### src/rtl/tong_led_pkg.sv
// rtl/tong_led_pkg.sv - shared state type and LED constants for the tong_led fade/fill sequencer
package tong_led_pkg;

    localparam int        LED_W       = 8;
    localparam logic [7:0] LED_ALL_ON  = 8'hFF;
    localparam logic [7:0] LED_ALL_OFF = 8'h00;

    typedef enum logic [1:0] {
        FADE     = 2'd0,
        FILL     = 2'd1,
        HOLD_OFF = 2'd2,
        HOLD_ON  = 2'd3
    } tong_led_state_t;

endpackage

### src/rtl/tong_led_tick.sv
// rtl/tong_led_tick.sv - step prescaler, one-cycle tick every STEP_CYCLES clocks
module tong_led_tick #(
    parameter int STEP_CYCLES = 25_000_000
) (
    input  logic CLK,
    input  logic rs,
    output logic tick
);

    // A single-cycle step still needs a one-bit counter that simply sits at zero.
    localparam int               CNT_W = (STEP_CYCLES > 1) ? $clog2(STEP_CYCLES) : 1;
    localparam logic [CNT_W-1:0] CNT_LAST = CNT_W'(STEP_CYCLES - 1);

    logic [CNT_W-1:0] cnt_q;
    logic [CNT_W-1:0] cnt_d;

    // Terminal count raises tick and wraps the counter on the same edge.
    always_comb begin
        tick  = (cnt_q == CNT_LAST);
        cnt_d = tick ? '0 : cnt_q + 1'b1;
    end

    // Counter register; reset restarts the step phase.
    always_ff @(posedge CLK) begin
        if (!rs) begin
            cnt_q <= '0;
        end else begin
            cnt_q <= cnt_d;
        end
    end

endmodule

### src/rtl/tong_led.sv
// rtl/tong_led.sv - 8-LED fade-out/fill-in shift sequencer; optional end holds via TONG_LED_HOLD_EN
module tong_led
    import tong_led_pkg::*;
#(
    parameter int STEP_CYCLES = 25_000_000,
    parameter int HOLD_STEPS  = 4
) (
    input  logic             CLK,
    input  logic             rs,
    output logic [LED_W-1:0] led
);

    // Reject nonsensical step/hold settings at elaboration.
    if (STEP_CYCLES < 1 || HOLD_STEPS < 1) begin : g_bad_param
        $error("tong_led: STEP_CYCLES and HOLD_STEPS must both be >= 1");
    end

    logic tick;

    tong_led_tick #(
        .STEP_CYCLES(STEP_CYCLES)
    ) u_tick (
        .CLK (CLK),
        .rs  (rs),
        .tick(tick)
    );

    tong_led_state_t  state_q;
    tong_led_state_t  state_d;
    logic [LED_W-1:0] led_q;
    logic [LED_W-1:0] led_d;

`ifdef TONG_LED_HOLD_EN
    localparam int               HOLD_W    = (HOLD_STEPS > 1) ? $clog2(HOLD_STEPS) : 1;
    localparam logic [HOLD_W-1:0] HOLD_LAST = HOLD_W'(HOLD_STEPS - 1);

    logic [HOLD_W-1:0] hold_q;
    logic [HOLD_W-1:0] hold_d;
`endif

    // Next-state: shift one LED per tick, turn around at all-off / all-on.
    always_comb begin
        state_d = state_q;
        led_d   = led_q;
`ifdef TONG_LED_HOLD_EN
        hold_d  = hold_q;
`endif
        if (tick) begin
            case (state_q)
                FADE: begin
                    led_d = {1'b0, led_q[LED_W-1:1]};
                    if (led_d == LED_ALL_OFF) begin
`ifdef TONG_LED_HOLD_EN
                        state_d = HOLD_OFF;
                        hold_d  = '0;
`else
                        state_d = FILL;
`endif
                    end
                end
                FILL: begin
                    led_d = {led_q[LED_W-2:0], 1'b1};
                    if (led_d == LED_ALL_ON) begin
`ifdef TONG_LED_HOLD_EN
                        state_d = HOLD_ON;
                        hold_d  = '0;
`else
                        state_d = FADE;
`endif
                    end
                end
`ifdef TONG_LED_HOLD_EN
                HOLD_OFF: begin
                    if (hold_q == HOLD_LAST) begin
                        state_d = FILL;
                    end else begin
                        hold_d = hold_q + 1'b1;
                    end
                end
                HOLD_ON: begin
                    if (hold_q == HOLD_LAST) begin
                        state_d = FADE;
                    end else begin
                        hold_d = hold_q + 1'b1;
                    end
                end
`endif
                default: begin
                    // Unreachable encodings recover to the reset pattern.
                    state_d = FADE;
                    led_d   = LED_ALL_ON;
                end
            endcase
        end
    end

    // State and LED registers; reset takes priority over a coincident tick.
    always_ff @(posedge CLK) begin
        if (!rs) begin
            state_q <= FADE;
            led_q   <= LED_ALL_ON;
`ifdef TONG_LED_HOLD_EN
            hold_q  <= '0;
`endif
        end else begin
            state_q <= state_d;
            led_q   <= led_d;
`ifdef TONG_LED_HOLD_EN
            hold_q  <= hold_d;
`endif
        end
    end

    assign led = led_q;

endmodule

### config.mk
export PLATFORM = sky130hd
export DESIGN_NAME = tong_led
export DESIGN_NICKNAME = d
export VERILOG_FILES = /design/src/rtl/tong_led_pkg.sv /design/src/rtl/tong_led_tick.sv /design/src/rtl/tong_led.sv
export SDC_FILE = /design/constraint.sdc
export NUM_CORES = 1
export LEC_CHECK = 0
export CAP_MARGIN = 5
export CORE_ASPECT_RATIO = 0.5
export CORE_MARGIN = 1.5
export CORE_UTILIZATION = 40
export CTS_CLUSTER_DIAMETER = 100
export CTS_CLUSTER_SIZE = 16
export DETAILED_ROUTE_END_ITERATION = 16
export SYNTH_ARGS = -nofsm -noshare
export SYNTH_HDL_FRONTEND = slang
export SYNTH_SLANG_ARGS = --single-unit
### constraint.sdc
create_clock -name CLK -period 5.7 [get_ports CLK]
set_clock_uncertainty 0.1 [all_clocks]
set_input_delay 0.57 -clock CLK [delete_from_list [all_inputs] [get_ports CLK]]
set_output_delay 0.57 -clock CLK [all_outputs]
set_load 0.02 [all_outputs]
==> impl_metrics.json <==
{
  "synth_nets": 170,
  "yosysUniqueCellTypes": 26,
  "critPathMaxFanout": 24,
  "n_antenna_cell": 0,
  "crit_chain": "ha_1, nand2_4, or4_4, nand2_1, nor2_1",
  "dpl_worst_slack_ns": 3.165,
  "p_leak_nw": 0.6294,
  "maxSlewHeadroom_pct": 39.54,
  "rsz0062_at_grt": "false",
  "fmax_mhz": 399.0,
  "status": "finished clean",
  "initial_core_util_pct": 42.85,
  "clockBufferDepth": 2,
  "ys_seq_area_share_pct": 45.26,
  "clk_pin_slew_worst_paths_ns": 0.07,
  "setup_ws_ns": 3.194,
  "grt_antenna_before_repair": 0,
  "drt_iter0_drc": 15,
  "drive_gt1_share_pct": 7.865,
  "core-area_um2": 3510,
  "drtAntennaViolNets": 0,
  "worstPathArrival_ns": 2.54,
  "die_w_um": 89.72,
  "ioPinCount": 10,
  "syn_area_um2": 1504,
  "period_needed_ns": 2.506,
  "gr-total-overflow": 0,
  "final_max_slew_viol_count": 0,
  "grt_max_degree": 25,
  "cts_max_level": 2,
  "period_share_pct": 43.96,
  "final_nets": 181,
  "die_y_um": 46.36,
  "max-vdd-ir-drop_mv": 0.1435,
  "clockRootBuffer": "clkbuf_8",
  "crit_path_start_kind": "flip-flop",
  "wirelength_mm": 2.773,
  "fillers": 358,
  "post-cts-setup-buffer-count": 0,
  "critPathBufInv": 0,
  "clk-insertion-delay-late_ns": 0.28,
  "syn_inst": 167,
  "finalWeightedCongestion": 0.7848,
  "grt_pass1_wl_mm": 4.878,
  "utilization_pct": 48.77,
  "regArea_um2": 680.7,
  "cts_tree": "built",
  "ys_seq_elements": 34,
  "avgViaCountPerCell": 5.044,
  "syn_to_final_growth_pct": 13.81,
  "timing.max_cap.violations": 0,
  "io_buffer_count": 9,
  "fin_setup_tns_ns": 0,
  "hold_violations": 0,
  "vias": 1155,
  "wl_per_cell_um": 12.11,
  "cts_repair_resize_count": 0,
  "dpl.hpwl_mm": 1.886,
  "die-area_um2": 4159,
  "required_ns": 5.74,
  "drc": 0,
  "setup_violations": 0,
  "path_class": "flip-flop to flip-flop",
  "cp-end-kind": "flip-flop",
  "track_usage_pct": 15.10,
  "multi_input_area_um2": 793.3,
  "hp-class": "flip-flop to flip-flop",
  "row_count": 15,
  "slowest_stage": "nand2_1",
  "crit_path_max_incr_delay_ns": 0.63,
  "p_per_area_nw_per_um2": 241.2,
  "clock_sinks": 34,
  "syn_avg_cell_area_um2": 9.006,
  "cts_hold_buffers": 0,
  "worstMarginPinSlew_ns": 0.8987,
  "drt-pass1-iter-count": 4,
  "grt_pass1_vias": 1105,
  "cts-buffers-inserted": 5,
  "path_delay_family": "simple AND/OR/NAND/NOR gates",
  "yosysWarnings": 0
}
## metrics by stage
step	power [mW]	hold slack [ns]	cells	instance area [um^2]
global route	0.4264	0.4460	229	1712
CTS	0.4171	0.4239	229	1712
floorplan	0.2530	0.3522	167	1504
detailed placement	0.2556	0.3964	222	1635
global placement	0.2551	0.3745	222	1635
finish	0.4129	0.4138	229	1712
## state kept, by name, indices dropped and copies added (netlist names)
signal        flops
led               8
u_tick.cnt_q     25
state_q           1
## area by class of cell
class | count | share of cell area, %
clock buffer | 7 | 4.459
multi-input combinational | 126 | 46.35
tap | 51 | 3.728
sequential | 34 | 39.77
inverter | 2 | 0.4386
timing repair buffer | 9 | 5.263
## synthesized netlist by cell type
library cell	number	area, um^2
a21oi_1	1	5.000
ha_1	1	12.51
nand4_1	9	56.30
inv_1	2	7.510
and4_4	1	11.26
nor4_1	6	37.54
buf_2	3	15.01
mux2i_1	6	60.06
xor2_1	15	131.4
or3_1	2	12.51
o21ai_0	2	10.01
nor2b_1	1	6.260
nor2_1	27	101.4
a21boi_1	1	7.510
clkbuf_1	2	7.510
nand2_1	17	63.81
dfxtp_1	34	680.7
nand3_1	10	50.05
or4_4	1	11.26
nor4bb_1	1	10.01
o211ai_1	1	7.510
nand2_4	1	11.26
and3_1	4	25.02
mux2_2	6	67.56
nor3_1	5	25.02
xnor2_1	8	70.07
## worst min-delay path, cell delays in order (launching register included)
cell     delay [ns]
dfxtp_1        0.34
xor2_1         0.07
nor2_1         0.07
## cells in the final DEF, fill, tap and decap left out
| master | instances |
|---|---|
| or3_1 | 2 |
| nand4_1 | 9 |
| nor3_1 | 5 |
| nor4bb_1 | 1 |
| xor2_1 | 15 |
| xnor2_1 | 8 |
| ha_1 | 1 |
| a21boi_1 | 1 |
| or4_4 | 1 |
| nor4_1 | 6 |
| o211ai_1 | 1 |
| and3_1 | 4 |
| a21oi_1 | 1 |
| inv_1 | 2 |
| nor2b_1 | 1 |
| and4_4 | 1 |
| clkbuf_8 | 5 |
| nand2_1 | 17 |
| clkbuf_1 | 2 |
| nor2_1 | 27 |
| nand2_4 | 1 |
| nand3_1 | 10 |
| dfxtp_1 | 34 |
| o21ai_0 | 2 |
| mux2_2 | 6 |
| clkdlybuf4s50_1 | 9 |
| mux2i_1 | 6 |
## metal layers
layer	up-vias	GRT usage [%]	part of all wire (%)
li1	596	-	-
met1	537	18.63	50
met2	17	25.50	44
met3	5	4.455	4.3
met4	0	6.667	1.2
met5	-	0	0
## final timing paths
path	startpoint	endpoint	slack, ns	cells past startpoint
setup / recovery	u_tick.cnt_q[0]	u_tick.cnt_q[3]	3.19	5
setup reg to reg	u_tick.cnt_q[0]	u_tick.cnt_q[3]	3.19	5
hold reg to reg	u_tick.cnt_q[22]	u_tick.cnt_q[22]	0.41	2
hold / removal	u_tick.cnt_q[22]	u_tick.cnt_q[22]	0.41	2
## cells by family after synthesis
logic type | count (synthesis) | share of synthesized area (%)
muxes | 12 | 8.486
AOI/OAI and AO/OA | 5 | 1.997
xor gates and xnor gates | 23 | 13.39
and+or+nand+nor | 85 | 28.04
DFF | 34 | 45.26
buffers and inverters | 7 | 1.997
adders and majority gates | 1 | 0.8318
## power breakdown
part / leakage [nW] / total [mW] / internal (mW) / switching, mW
clock network: 0.0383 / 0.163 / 0.0840 / 0.0787
logic: 0.316 / 0.00801 / 0.00257 / 0.00544
registers: 0.275 / 0.242 / 0.239 / 0.00279
total: 0.629 / 0.413 / 0.326 / 0.0869
Power figures use the tool's default switching activity.
